===== config.mk =====
export PLATFORM = sky130hd
export DESIGN_NAME = apb_master_bridge
export DESIGN_NICKNAME = d
export VERILOG_FILES = /design/src/rtl/apb_master_bridge.sv
export SDC_FILE = /design/constraint.sdc
export NUM_CORES = 1
export LEC_CHECK = 0
export BUFFER_PORTS_ARGS = -buffer_cell sky130_fd_sc_hd__buf_4
export CAP_MARGIN = 0
export CORE_MARGIN = 2
export CORE_UTILIZATION = 25
export CTS_CLUSTER_DIAMETER = 80
export DETAILED_ROUTE_END_ITERATION = 16
export PLACE_DENSITY_LB_ADDON = 0.08
export RECOVER_POWER = 50
export SYNTH_ARGS = -nofsm -noshare
export SYNTH_HDL_FRONTEND = slang
export SYNTH_SLANG_ARGS = --single-unit

===== constraint.sdc =====
create_clock -name PCLK -period 4.4 [get_ports PCLK]
set_input_delay 0.22 -clock PCLK [delete_from_list [all_inputs] [get_ports PCLK]]
set_output_delay 0.22 -clock PCLK [all_outputs]
set_load 0.005 [all_outputs]

===== src/rtl/apb_master_bridge.sv =====
// APB requester: converts single-beat local commands into APB SETUP/ACCESS transfers
// and returns a one-cycle response carrying read data, slave error and timeout status.
module apb_master_bridge #(
  parameter int unsigned ADDR_WIDTH = 32,
  parameter int unsigned DATA_WIDTH = 32,
  parameter int unsigned TIMEOUT    = 16
) (
  input  logic                  PCLK,
  input  logic                  PRESETn,
  input  logic                  cmd_valid,
  output logic                  cmd_ready,
  input  logic                  cmd_write,
  input  logic [ADDR_WIDTH-1:0] cmd_addr,
  input  logic [DATA_WIDTH-1:0] cmd_wdata,
  output logic                  rsp_valid,
  output logic [DATA_WIDTH-1:0] rsp_rdata,
  output logic                  rsp_err,
  output logic                  rsp_timeout,
  output logic [ADDR_WIDTH-1:0] PADDR_m_s,
  output logic                  PWRITE_m_s,
  output logic                  PSEL_m_s,
  output logic                  PENABLE_m_s,
  output logic [DATA_WIDTH-1:0] PWDATA_m_s,
  input  logic                  PREADY_s_m,
  input  logic                  PSLVERR_s_m,
  input  logic [DATA_WIDTH-1:0] PRDATA_s_m
);

  localparam int unsigned CNT_W    = (TIMEOUT == 0) ? 1 : $clog2(TIMEOUT + 1);
  localparam int unsigned CNT_LAST = (TIMEOUT == 0) ? 0 : TIMEOUT - 1;

  localparam logic [1:0] ST_IDLE   = 2'd0;
  localparam logic [1:0] ST_SETUP  = 2'd1;
  localparam logic [1:0] ST_ACCESS = 2'd2;
  localparam logic [1:0] ST_DONE   = 2'd3;

  logic [1:0]            state_q, state_d;
  logic [CNT_W-1:0]      cnt_q, cnt_d;
  logic                  cmd_ready_q, cmd_ready_d;
  logic                  rsp_valid_q, rsp_valid_d;
  logic [DATA_WIDTH-1:0] rsp_rdata_q, rsp_rdata_d;
  logic                  rsp_err_q, rsp_err_d;
  logic                  rsp_timeout_q, rsp_timeout_d;
  logic [ADDR_WIDTH-1:0] paddr_q, paddr_d;
  logic                  pwrite_q, pwrite_d;
  logic                  psel_q, psel_d;
  logic                  penable_q, penable_d;
  logic [DATA_WIDTH-1:0] pwdata_q, pwdata_d;
  logic                  timeout_hit;

  assign timeout_hit = (TIMEOUT != 0) && (cnt_q == CNT_W'(CNT_LAST));

  // Next-state and next-output logic; outputs are computed for the state being entered.
  always_comb begin
    state_d       = state_q;
    cnt_d         = cnt_q;
    cmd_ready_d   = cmd_ready_q;
    rsp_valid_d   = 1'b0;
    rsp_rdata_d   = rsp_rdata_q;
    rsp_err_d     = rsp_err_q;
    rsp_timeout_d = rsp_timeout_q;
    paddr_d       = paddr_q;
    pwrite_d      = pwrite_q;
    psel_d        = psel_q;
    penable_d     = penable_q;
    pwdata_d      = pwdata_q;
    case (state_q)
      ST_IDLE: begin
        if (cmd_valid) begin
          state_d     = ST_SETUP;
          cmd_ready_d = 1'b0;
          psel_d      = 1'b1;
          penable_d   = 1'b0;
          paddr_d     = cmd_addr;
          pwrite_d    = cmd_write;
          pwdata_d    = cmd_write ? cmd_wdata : '0;
        end
      end
      ST_SETUP: begin
        state_d   = ST_ACCESS;
        penable_d = 1'b1;
        cnt_d     = '0;
      end
      ST_ACCESS: begin
        // A ready slave wins over a timeout expiring on the same edge.
        if (PREADY_s_m) begin
          state_d       = ST_DONE;
          psel_d        = 1'b0;
          penable_d     = 1'b0;
          rsp_valid_d   = 1'b1;
          rsp_err_d     = PSLVERR_s_m;
          rsp_timeout_d = 1'b0;
          rsp_rdata_d   = (!pwrite_q && !PSLVERR_s_m) ? PRDATA_s_m : '0;
        end else if (timeout_hit) begin
          state_d       = ST_DONE;
          psel_d        = 1'b0;
          penable_d     = 1'b0;
          rsp_valid_d   = 1'b1;
          rsp_err_d     = 1'b1;
          rsp_timeout_d = 1'b1;
          rsp_rdata_d   = '0;
        end else if (cnt_q != '1) begin
          cnt_d = cnt_q + CNT_W'(1);
        end
      end
      ST_DONE: begin
        state_d     = ST_IDLE;
        cmd_ready_d = 1'b1;
      end
      default: begin
        state_d     = ST_IDLE;
        cmd_ready_d = 1'b1;
        psel_d      = 1'b0;
        penable_d   = 1'b0;
      end
    endcase
  end

  always_ff @(posedge PCLK) begin
    if (!PRESETn) begin
      state_q       <= ST_IDLE;
      cnt_q         <= '0;
      cmd_ready_q   <= 1'b1;
      rsp_valid_q   <= 1'b0;
      rsp_rdata_q   <= '0;
      rsp_err_q     <= 1'b0;
      rsp_timeout_q <= 1'b0;
      paddr_q       <= '0;
      pwrite_q      <= 1'b0;
      psel_q        <= 1'b0;
      penable_q     <= 1'b0;
      pwdata_q      <= '0;
    end else begin
      state_q       <= state_d;
      cnt_q         <= cnt_d;
      cmd_ready_q   <= cmd_ready_d;
      rsp_valid_q   <= rsp_valid_d;
      rsp_rdata_q   <= rsp_rdata_d;
      rsp_err_q     <= rsp_err_d;
      rsp_timeout_q <= rsp_timeout_d;
      paddr_q       <= paddr_d;
      pwrite_q      <= pwrite_d;
      psel_q        <= psel_d;
      penable_q     <= penable_d;
      pwdata_q      <= pwdata_d;
    end
  end

  assign cmd_ready   = cmd_ready_q;
  assign rsp_valid   = rsp_valid_q;
  assign rsp_rdata   = rsp_rdata_q;
  assign rsp_err     = rsp_err_q;
  assign rsp_timeout = rsp_timeout_q;
  assign PADDR_m_s   = paddr_q;
  assign PWRITE_m_s  = pwrite_q;
  assign PSEL_m_s    = psel_q;
  assign PENABLE_m_s = penable_q;
  assign PWDATA_m_s  = pwdata_q;

endmodule


Word level (Yosys, flattened, before mapping). Cells that the tools add are included.

Memory bits (read-only): 0. Memories kept: 0. Bits in latches: 0. Output and inout port bits: 103. RAM bits: 0. Bits of input ports: 102. Word-level logic and storage cells: 64. Register bits after elaboration: 110.

Add/subtract/negate cells: 1. Reductions and logical operators: 17. Multipliers: 0. Multiplexer cells: 24. Order comparisons: 0. Bitwise logic cells: 0. Divide/modulo/power cells: 0. Shift-type cells: 0. Equality and inequality tests: 10.

Operators with widths (count): $mux 32 (4); $mux 5 (3); $pmux 5 s2 (1); $reduce_and 2->1 (5); $mux 1 (9); $ne 2x2->1 const B (4); $pmux 2 s4 (1); $reduce_bool 2->1 (4); $mux 2 (3); $reduce_and 3->1 (2); $add 5x1->5 const B (1); $eq 5x4->1 const B (1); $ne 5x5->1 const B (1); $eq 2x2->1 const B (2); $pmux 1 s2 (2); $reduce_and 4->1 (1); $ne 3x3->1 const B (1); $pmux 1 s3 (1); $reduce_bool 3->1 (1); $eq 2x1->1 const B (1); $logic_not 1->1 (2); $logic_not 2->1 (1); $logic_and 1x1->1 (1).

Longest topological paths before layout. Gate-level depths: netlist of run 1.

Depth in word-level cells: 5. Gate-level depth with buffers: 8. Depth with buffers taken out: 6.

Least setup slack after synthesis of run 1. Ideal clock, no wire load.

Path kind: flip-flop to flip-flop. From: reg cnt_q[0]. To: reg cnt_q[3]. Data required time: 4.273 ns. Setup slack: 2.544 ns. Clock period less this slack: 1.856 ns. Cell stages (with the launch flop): 7. Arrival: 1.729 ns. Buffers on the path: 0. Setup time: 0.127 ns. Cells stage by stage: dfxtp_1 ha_1 and3_1 ha_1 or4b_4 o2111ai_2 o41ai_2.

Word-level cells in the longest chain between the ends: 5. Elaborated cells between the ends (all ways): 10. Those cells by class: 1 x add/sub; 4 x eq/ne; 4 x mux; 1 x reduce/logical.

RTL lines: from (decl) (line 38) `logic [CNT_W-1:0] cnt_q, cnt_d;`; from (signal assigned) (line 135) `cnt_q <= cnt_d;`; $add 5x1->5 (line 103) `cnt_d = cnt_q + CNT_W'(1);`; $mux 5 (line 102) `end else if (cnt_q != '1) begin`; $mux 5 (line 94) `end else if (timeout_hit) begin`; $mux 5 (line 86) `if (PREADY_s_m) begin`; $pmux 5 s2 (line 67) `case (state_q)`.

Several ways; a longest one is shown, not always the timed one. The select of a mux whose other input is x is not followed. A chain may end at the register's enable or synchronous reset.

Worst setup path after layout of run 1.
From: reg cnt_q[0]. To: reg rsp_rdata_q[0], in the netlist rsp_rdata[0].

Word-level cells in the longest chain between the ends: 3.

RTL lines: $eq 5x4->1 (line 51) `assign timeout_hit = (TIMEOUT != 0) && (cnt_q == CNT_W'(CNT_LAST));`; $reduce_bool 2->1 (no source line); $reduce_and 2->1 (no source line); to (signal assigned) (line 138) `rsp_rdata_q <= rsp_rdata_d;`; to (decl) (line 41) `logic [DATA_WIDTH-1:0] rsp_rdata_q, rsp_rdata_d;`.

No other way between the ends.

==> results of run 1 <==
Yosys cell counts, types with 3 or more instances:
library cell,n
dfxtp_1,110
inv_1,5
buf_4,5
and2_1,3
a22o_1,32
buf_2,12
nand2_1,106
nand3_1,37
a21oi_1,72
ha_1,7
nor2_1,4
clkbuf_1,16
nand2b_1,5
cell type report:
type	count	share of cell area
sequential	110	0.381
multi-input combinational	283	0.268
timing repair buffer	208	0.248
tap	211	0.0457
clock buffer	10	0.0414
clock inverter	6	0.0121
inverter	6	0.00390
per-layer routing:
layer	vias up	share of wire	GRT usage
met2	147	0.43	0.204
met5	-	0	0
met1	1679	0.44	0.166
met3	15	0.11	0.0673
li1	1848	-	-
met4	0	0.017	0.0531
sequential cells by signal (all words and copies together), names as in the netlist:
register	cells
PADDR_m_s	32
PENABLE_m_s	1
PSEL_m_s	1
PWDATA_m_s	32
PWRITE_m_s	1
cmd_ready	1
cnt_q	5
rsp_err	1
rsp_rdata	32
rsp_timeout	1
rsp_valid	1
state_q	2
worst max path at each step:
stage | start | end | slack, ns | cells past startpoint
2_1_floorplan | cnt_q[0]$_SDFFE_PN0P_ | cnt_q[3]$_SDFFE_PN0P_ | 2.54 | 6
3_3_place_gp | cnt_q[0]$_SDFFE_PN0P_ | rsp_rdata[24]$_SDFFE_PN0P_ | 1.98 | 6
3_5_place_dp | cnt_q[0]$_SDFFE_PN0P_ | rsp_rdata[0]$_SDFFE_PN0P_ | 1.89 | 6
4_1_cts | cnt_q[0]$_SDFFE_PN0P_ | rsp_rdata[0]$_SDFFE_PN0P_ | 1.89 | 6
5_1_grt | cnt_q[0]$_SDFFE_PN0P_ | rsp_rdata[27]$_SDFFE_PN0P_ | 1.56 | 6
6_report | cnt_q[0]$_SDFFE_PN0P_ | rsp_rdata[0]$_SDFFE_PN0P_ | 1.82 | 6
stage by stage:
stage          hold slack, ns  cells  area, µm²
4_1_cts                0.0514    834       5910
3_5_place_dp            0.435    818       5600
5_1_grt                0.0557    834       5780
2_1_floorplan           0.345    433       3930
6_report               0.0719    834       5780
3_3_place_gp            0.430    818       5600
cell families after synthesis:
group	Yosys count	synth area share
mux	2	0.00509
flops	110	0.560
buf+inv	40	0.0468
simple gates	161	0.181
compound gates	113	0.184
fa+ha+maj	7	0.0223
power breakdown:
part / total [µW] / internal, µW / switching (µW)
Sequential: 1180 / 1120 / 63.2
Combinational: 681 / 280 / 401
Clock: 844 / 462 / 383
Total: 2700 / 1860 / 847
worst register-to-register path, stage by stage, from the launching register on:
cell and delay (ns):
dfxtp_1 0.33, ha_1 0.21, and3_1 0.20, ha_1 0.23
o21ai_0 0.31, and2_1 0.96, a22o_1 0.29
==> run_results.csv, run 1 <==
group,metric,value,unit
outcome,status,"finished clean",
clock_network,cts_buffers,9,
drt,ant_nets,0,
worst_setup_path,critPathMaxFanout,32,
clock_network,ctsRootBufferMaster,"clkbuf_16",
worst_setup_path,rr_startpoint,"cnt_q[0]$_SDFFE_PN0P_",
sta,tns,0,ns
grt,antenna_found_initial,0,
sta,skew,0.00677,ns
logic_synthesis,ys.flop_type,"dfxtp_1",
drt,routedWlPerCell,13.8,µm
cells_and_area,layout_common_cells,"dfxtp_1 (110), nand2_1 (105), buf_4 (105)",
clock_network,cts_resized,0,
logic_synthesis,synth_nets,542,
logic_synthesis,synth-seq-cells,110,
sta,max_freq,388,MHz
grt,grt_pass1_wl,17800,µm
sta,hold_viol,0,
worst_setup_path,crit_slowest_cell,"and2_1",
cells_and_area,multiInputGateArea,0.00155,mm²
worst_setup_path,critPathBufInv,0,
logic_synthesis,ys_top_cells_by_area,"dfxtp_1 (56%), nand2_1 (10%), a21oi_1 (9.2%)",
clock_network,clk_latency,0.35,ns
pwr,p_leak,0.00242,µW
placed_design,place.gp.congestion,0.737,
clock_network,htreeDepth,3,
sta,finalCritPeriodShare,0.586,
logic_synthesis,async_flop_share,0,
grt,grt_max_degree,72,
sta,final-setup-viol-count,0,
worst_setup_path,arrival,2.87,ns
logic_synthesis,ys_types,30,
drt,num_vias,3689,
sta,finalMaxSlewViolations,0,
logic_synthesis,synth_edf_count,0,
drt,viasPerCell,4.42,
clock_network,cts_setup_buffers,0,
floorplan,die-area,0.0167,mm²
floorplan,rows,45,
worst_setup_path,worstSetupPathType,"reg -> reg",
worst_hold_path,hold_depth,2,
cells_and_area,final_core_util,0.379,
logic_synthesis,synth_top_area_share,0.560,
clock_network,path_clk_slew,0.07,ns
worst_setup_path,cp_common_cell,"ha_1",
cells_and_area,area_growth_syn_to_layout,47.0,%
cells_and_area,diodes,0,
worst_hold_path,hold_path.class,"in -> reg",
worst_setup_path,r2r_end,"rsp_rdata[0]$_SDFFE_PN0P_",
floorplan,die_x,129,µm
logic_synthesis,syn_area,0.00393,mm²
worst_setup_path,reg2reg_depth,6,
worst_setup_path,cp-start-kind,"flop",
floorplan,pin_count,205,
cells_and_area,final_common_cell,"dfxtp_1",
logic_synthesis,synth_warnings,0,
run,drv_cap,0,
placed_design,dp_hpwl,7940,µm
drt,drcViolationCount,0,
logic_synthesis,syn_inst,433,
worst_hold_path,worstHoldStart,"PRDATA_s_m[15]",
worst_setup_path,crit_chain,"ha_1 -> and3_1 -> ha_1 -> o21ai_0 -> and2_1 -> a22o_1",
cells_and_area,ff_latch_area,0.00220,mm²
clock_network,cts.path.max_buffers,2,
floorplan,core-area,0.0153,mm²
floorplan,fp.dieH,129,µm
drt,first_pass_iters,4,
worst_setup_path,critPathMaxStageDelay,0.96,ns
pwr,fin_total_pwr,2700,µW
worst_setup_path,end_kind,"flop",
clock_network,cts_hold_buf,0,
grt,grt-ovfl-total,0,
worst_setup_path,path_delay_family,"simple AND/OR/NAND/NOR gates",
grt,grt_pass1_vias,3510,
pwr,vdd_drop_max,0.000260,V
logic_synthesis,avgSynthCellArea,9.08,µm²
clock_network,clock-sinks,110,
worst_setup_path,critPathRequiredTime,4.69,ns
logic_synthesis,yosys.area.top_type,"dfxtp_1",
clock_network,cts_tree,"yes",
grt,grtUsageTotal,0.136,
sta,rsz0062_at_grt,"no",
logic_synthesis,seq_area_frac_synth,0.560,
placed_design,post-place-ws,1.89,ns
sta,fin_crit,2.58,ns
placed_design,numPortBuffers,204,
cells_and_area,fillers,1608,
sta,setup_ws,1.82,ns
drt,drt_wl_total,11500,µm
floorplan,initial_core_util,0.258,
sta,maxSlewHeadroom,0.231,
worst_setup_path,reg2reg_slack,1.82,ns
sta,max_slew.worst_pin.slew,1.15,ns
worst_hold_path,min_to,"rsp_rdata[15]$_SDFFE_PN0P_",
drt,drtIter0Drc,102,
cells_and_area,drive_gt1_frac,0.316,
cells_and_area,finalNetCount,727,
pwr,power-per-cell-area,468,mW/mm²
Power figures use the tool's default switching activity.
==> run 2, diff against run 1 <==
clock period = 2.4 ns   (was 4.4 ns; I/O delays follow)
==> run 2 against run 1 <==
Design area rose by 7.7%. Routed wire length rose by 3.9%. Count of clock-buffer cells in the layout increased by 2. Clock power rose by 72%. Die area stayed put. Hold slack got worse by 0.054 ns. Setup slack got worse by 1.5 ns. Sequential power increased by 84%. Largest power group unchanged.
==> run_results.csv, run 2 (synthesized netlist as in run 1, its figures left out) <==
group,metric,value,unit
worst_setup_path,worstSetupPathType,"reg -> reg",
worst_setup_path,path_delay_family,"compound AO/OA/AOI/OAI gates",
worst_setup_path,critPathBufInv,1,
placed_design,dp_hpwl,7850,µm
floorplan,pin_count,205,
grt,antenna_found_initial,0,
clock_network,ctsRootBufferMaster,"clkbuf_16",
pwr,p_leak,0.00261,µW
worst_setup_path,critPathMaxStageDelay,0.34,ns
worst_setup_path,crit_chain,"ha_1 -> and3_1 -> ha_1 -> o21ai_0 -> and2_1 -> buf_4 -> a22o_1",
sta,finalMaxSlewViolations,0,
clock_network,clock-sinks,110,
floorplan,rows,45,
placed_design,numPortBuffers,204,
worst_hold_path,worstHoldStart,"cmd_addr[5]",
outcome,status,"finished clean",
drt,routedWlPerCell,13.7,µm
floorplan,core-area,0.0153,mm²
cells_and_area,multiInputGateArea,0.00155,mm²
cells_and_area,layout_common_cells,"dfxtp_1 (110), nand2_1 (105), buf_4 (104)",
worst_setup_path,critPathMaxFanout,32,
grt,grt_pass1_wl,18200,µm
worst_hold_path,hold_path.class,"in -> reg",
pwr,vdd_drop_max,0.000349,V
sta,final-setup-viol-count,0,
worst_setup_path,cp_common_cell,"ha_1",
worst_setup_path,critPathRequiredTime,2.69,ns
clock_network,htreeDepth,3,
drt,drcViolationCount,0,
clock_network,clk_latency,0.35,ns
worst_hold_path,hold_depth,3,
worst_hold_path,min_to,"PADDR_m_s[5]$_SDFFE_PN0P_",
grt,grt_max_degree,68,
worst_setup_path,crit_slowest_cell,"dfxtp_1",
clock_network,cts_resized,0,
worst_setup_path,rr_startpoint,"cnt_q[0]$_SDFFE_PN0P_",
cells_and_area,diodes,0,
worst_setup_path,cp-start-kind,"flop",
clock_network,cts_tree,"yes",
worst_setup_path,r2r_end,"rsp_rdata[31]$_SDFFE_PN0P_",
sta,max_slew.worst_pin.slew,0.573,ns
cells_and_area,drive_gt1_frac,0.304,
drt,drtIter0Drc,129,
worst_setup_path,arrival,2.32,ns
sta,finalCritPeriodShare,0.848,
floorplan,fp.dieH,129,µm
grt,grt_pass1_vias,3722,
drt,num_vias,3820,
sta,maxSlewHeadroom,0.613,
sta,max_freq,492,MHz
floorplan,initial_core_util,0.258,
pwr,power-per-cell-area,805,mW/mm²
worst_setup_path,reg2reg_depth,7,
clock_network,cts_buffers,9,
cells_and_area,fillers,1557,
floorplan,die-area,0.0167,mm²
worst_setup_path,reg2reg_slack,0.37,ns
cells_and_area,ff_latch_area,0.00220,mm²
clock_network,cts.path.max_buffers,2,
sta,skew,0.00850,ns
drt,first_pass_iters,4,
cells_and_area,finalNetCount,769,
clock_network,path_clk_slew,0.07,ns
worst_setup_path,end_kind,"flop",
sta,rsz0062_at_grt,"no",
sta,setup_ws,0.366,ns
placed_design,place.gp.congestion,0.715,
floorplan,die_x,129,µm
drt,ant_nets,0,
cells_and_area,final_common_cell,"dfxtp_1",
cells_and_area,area_growth_syn_to_layout,58.3,%
run,drv_cap,0,
sta,tns,0,ns
drt,viasPerCell,4.36,
grt,grtUsageTotal,0.138,
sta,fin_crit,2.03,ns
placed_design,post-place-ws,0.433,ns
sta,hold_viol,0,
drt,drt_wl_total,12000,µm
grt,grt-ovfl-total,0,
==> run 2: area by class of cell <==
| class | instances | share of cell area |
|---|---|---|
| Clock buffer | 12 | 0.0412 |
| Clock inverter | 4 | 0.00483 |
| Inverter | 6 | 0.00362 |
| Multi-Input combinational cell | 283 | 0.249 |
| Sequential cell | 110 | 0.354 |
| Tap cell | 211 | 0.0424 |
| Timing Repair Buffer | 250 | 0.305 |
==> run 2: worst max-delay path by stage <==
| stage | slack [ns] | end | cells past startpoint | startpoint |
|---|---|---|---|---|
| final | 0.37 | rsp_rdata[31]$_SDFFE_PN0P_ | 7 | cnt_q[0]$_SDFFE_PN0P_ |
| after global routing | 0.19 | rsp_rdata[11]$_SDFFE_PN0P_ | 7 | cnt_q[0]$_SDFFE_PN0P_ |
| after CTS | 0.42 | cnt_q[3]$_SDFFE_PN0P_ | 6 | cnt_q[0]$_SDFFE_PN0P_ |
| after detailed placement | 0.43 | cnt_q[3]$_SDFFE_PN0P_ | 6 | cnt_q[0]$_SDFFE_PN0P_ |
| after global placement | 0.48 | cnt_q[3]$_SDFFE_PN0P_ | 6 | cnt_q[0]$_SDFFE_PN0P_ |
| after floorplan | 0.54 | cnt_q[3]$_SDFFE_PN0P_ | 6 | cnt_q[0]$_SDFFE_PN0P_ |
==> run 2: repair_timing <==
item	in CTS	in global routing
hold endpoints to repair	38	2
setup buffers	0	0
hold buffers	38	2
==> run 2: layer usage <==
metal	GRT usage	share of wire	vias up
li1	-	-	1933
met1	0.168	0.46	1729
met2	0.212	0.43	150
met3	0.0747	0.10	8
met4	0.0371	0.012	0
met5	0	0	-
==> run 2: report_power, final <==
part	total (µW)	internal, µW	switching, µW
registers	2170	2040	121
clock network	1450	766	682
logic	1390	626	767
==> run 2: worst register-to-register path, stage by stage (launching register included) <==
cell     delay [ns]
dfxtp_1        0.34
ha_1           0.21
and3_1         0.20
ha_1           0.24
o21ai_0        0.27
and2_1         0.18
buf_4          0.32
a22o_1         0.22
==> run 2: stage by stage <==
step           area [µm²]  instances  hold slack, ns  power [µW]  utilization
3_5_place_dp         5650        820           0.333        3630        0.370
4_1_cts              6320        874        0.000750        5180        0.414
6_report             6220        876          0.0179        5010        0.408
5_1_grt              6220        876        0.000768        5340        0.408
3_3_place_gp         5650        820           0.330        3610        0.370
2_1_floorplan        3930        433           0.245        2950            -
==> run 3, diff against run 2 <==
clock period = 1.7 ns   (was 2.4 ns; I/O delays follow)
==> run 3 against run 2 <==
The flow now finishes with violations (negative setup slack). Routed wire length is 5.3% higher. Setup slack worse by 0.51 ns. Cell count is 7.2% higher. Flip-flop and latch count stayed put. Global-route usage is 1.0 points higher. Hold slack worse by 0.0018 ns. Clock power is 48% higher. Core utilization is 4.5 points higher. First-iteration DRC count is 12% higher. Critical endpoint is now cnt_q[3]$_SDFFE_PN0P_.
==> run_results.csv, run 3 (synthesized netlist as in run 1, its figures left out) <==
group,metric,value,unit
clock_network,path_clk_slew,0.07,ns
worst_setup_path,reg2reg_depth,6,
cells_and_area,multiInputGateArea,0.00163,mm²
worst_setup_path,reg2reg_slack,-0.14,ns
sta,max_freq,543,MHz
grt,grt_pass1_wl,19900,µm
floorplan,initial_core_util,0.258,
pwr,p_leak,0.00288,µW
worst_setup_path,cp-start-kind,"flop",
outcome,status,"finished with violations",
sta,final-setup-viol-count,3,
cells_and_area,final_core_util,0.453,
worst_setup_path,worstSetupPathType,"reg -> reg",
pwr,clkPwrFrac,0.290,
drt,drtIter0Drc,145,
worst_setup_path,critPathMaxStageDelay,0.56,ns
drt,first_pass_iters,4,
sta,finalMaxSlewViolations,0,
grt,grt_pass1_vias,4159,
pwr,vdd_drop_max,0.000549,V
cells_and_area,final_cell_count_no_fill,939,
worst_hold_path,hold_path.class,"in -> reg",
sta,max_slew.worst_pin.slew,0.434,ns
cells_and_area,final_common_cell,"buf_4",
floorplan,die-area,0.0167,mm²
clock_network,ctsRootBufferMaster,"clkbuf_16",
clock_network,cts.path.max_buffers,2,
pwr,power-per-cell-area,1070,mW/mm²
drt,ant_nets,0,
placed_design,place.gp.congestion,0.703,
run,drv_cap,0,
clock_network,htreeDepth,3,
worst_hold_path,hold_depth,3,
placed_design,dp_cells,833,
clock_network,clock-sinks,110,
cells_and_area,finalNetCount,832,
worst_setup_path,crit_slowest_cell,"or4b_4",
pwr,swShare,0.306,
sta,maxSlewHeadroom,0.711,
drt,routedWlPerCell,13.4,µm
drt,drcViolationCount,0,
cells_and_area,ff_latch_area,0.00220,mm²
worst_setup_path,crit_chain,"ha_4 -> and3_4 -> ha_4 -> or4b_4 -> o2111ai_2 -> o41ai_2",
grt,antenna_found_initial,0,
cells_and_area,diodes,0,
worst_setup_path,cp_common_cell,"ha_4",
clock_network,clk_latency,0.35,ns
outcome,violations,"negative setup slack",
floorplan,rows,45,
grt,grt_max_degree,57,
pwr,power.net_switching,2270,µW
grt,grtUsageTotal,0.148,
floorplan,die_x,129,µm
clock_network,cts_buffers,9,
clock_network,cts_tree,"yes",
floorplan,pin_count,205,
cells_and_area,drive_gt1_frac,0.316,
pwr,seqPwrFrac,0.413,
sta,hold_viol,0,
drt,viasPerCell,4.38,
placed_design,dp_hpwl,8050,µm
sta,rsz0062_at_grt,"yes",
floorplan,fp.dieH,129,µm
sta,finalCritPeriodShare,1.08,
pwr,combPwrFrac,0.297,
worst_setup_path,arrival,2.07,ns
sta,setup_ws,-0.142,ns
cells_and_area,area_growth_syn_to_layout,75.9,%
worst_setup_path,critPathRequiredTime,1.93,ns
drt,drt_wl_total,12600,µm
drt,num_vias,4112,
sta,skew,0.00434,ns
placed_design,numPortBuffers,204,
sta,fin_crit,1.84,ns
cells_and_area,fillers,1467,
worst_setup_path,end_kind,"flop",
cells_and_area,layout_common_cells,"buf_4 (120), dfxtp_1 (108), nand2_1 (105)",
worst_setup_path,critPathMaxFanout,5,
floorplan,core-area,0.0153,mm²
grt,grt-ovfl-total,0,
pwr,internal_power,5130,µW
run 3: cell types whose count changed in the layout (fill, tap and decap cells not counted), moves of 2 or more:
| cell | delta |
|---|---|
| nand3_2 | +2 |
| dlygate4sd3_1 | +47 |
| clkbuf_4 | -3 |
| dfxtp_1 | -2 |
| dfxtp_2 | +2 |
| ha_1 | -4 |
| nand3_1 | -2 |
| clkbuf_1 | +3 |
| buf_4 | +16 |
| ha_4 | +3 |
run 3: critical path, delay by kind of cell (launching register included):
| family | cells | cell delay, ns |
|---|---|---|
| simple gates | 2 | 0.75 |
| flops | 1 | 0.34 |
| compound gates | 2 | 0.32 |
| fa+ha+maj | 2 | 0.31 |
run 3: worst paths after layout:
kind                                     end                   from
setup / recovery       cnt_q[3]$_SDFFE_PN0P_  cnt_q[1]$_SDFFE_PN0P_
hold / removal    PWDATA_m_s[9]$_SDFFE_PN0P_           cmd_wdata[9]
setup reg to reg       cnt_q[3]$_SDFFE_PN0P_  cnt_q[1]$_SDFFE_PN0P_
hold reg to reg         rsp_err$_SDFFE_PN0P_   rsp_err$_SDFFE_PN0P_
run 3: power groups by stage:
stage	clock, µW	combinational [µW]	sequential, µW
2_1_floorplan	0	1030	3130
3_5_place_dp	0	2100	3120
3_3_place_gp	0	2080	3110
5_1_grt	2370	2450	3100
4_1_cts	2260	2270	3060
6_report	2150	2190	3050
run 3: repair_timing:
item	in CTS	in global routing
pin swaps	2	2
endpoints found under the hold margin	87	0
hold buffers	87	0
buffers inserted	1	2
resized for setup	3	8
gates cloned	0	0
endpoints found under the setup margin	37	36
run 3: layer usage:
metal,GRT usage,vias up,part of all wire
met3,0.0599,9,0.085
met5,0,-,0
met4,0.0326,0,0.0090
li1,-,2064,-
met2,0.253,145,0.47
met1,0.176,1894,0.44
run 3: metrics by stage:
stage | setup slack (ns) | total power [µW] | area, µm² | TNS [ns] | hold WS (ns)
after floorplan | -0.0689 | 4160 | 3950 | -1.82 | 0.210
after global placement | -0.0955 | 5180 | 5780 | -0.837 | 0.295
after detailed placement | -0.150 | 5210 | 5780 | -2.43 | 0.299
after CTS | -0.148 | 7600 | 6990 | -0.153 | 0.00221
after global routing | -0.175 | 7920 | 6910 | -0.484 | 0.00479
final | -0.142 | 7390 | 6910 | -0.331 | 0.0161
run 3: final cells by class:
| class | instances | area share |
|---|---|---|
| tap | 211 | 0.0382 |
| sequential | 110 | 0.319 |
| timing repair buffer | 313 | 0.361 |
| clock buffer | 11 | 0.0351 |
| multi-input combinational | 283 | 0.235 |
| clock inverter | 5 | 0.00851 |
| inverter | 6 | 0.00326 |
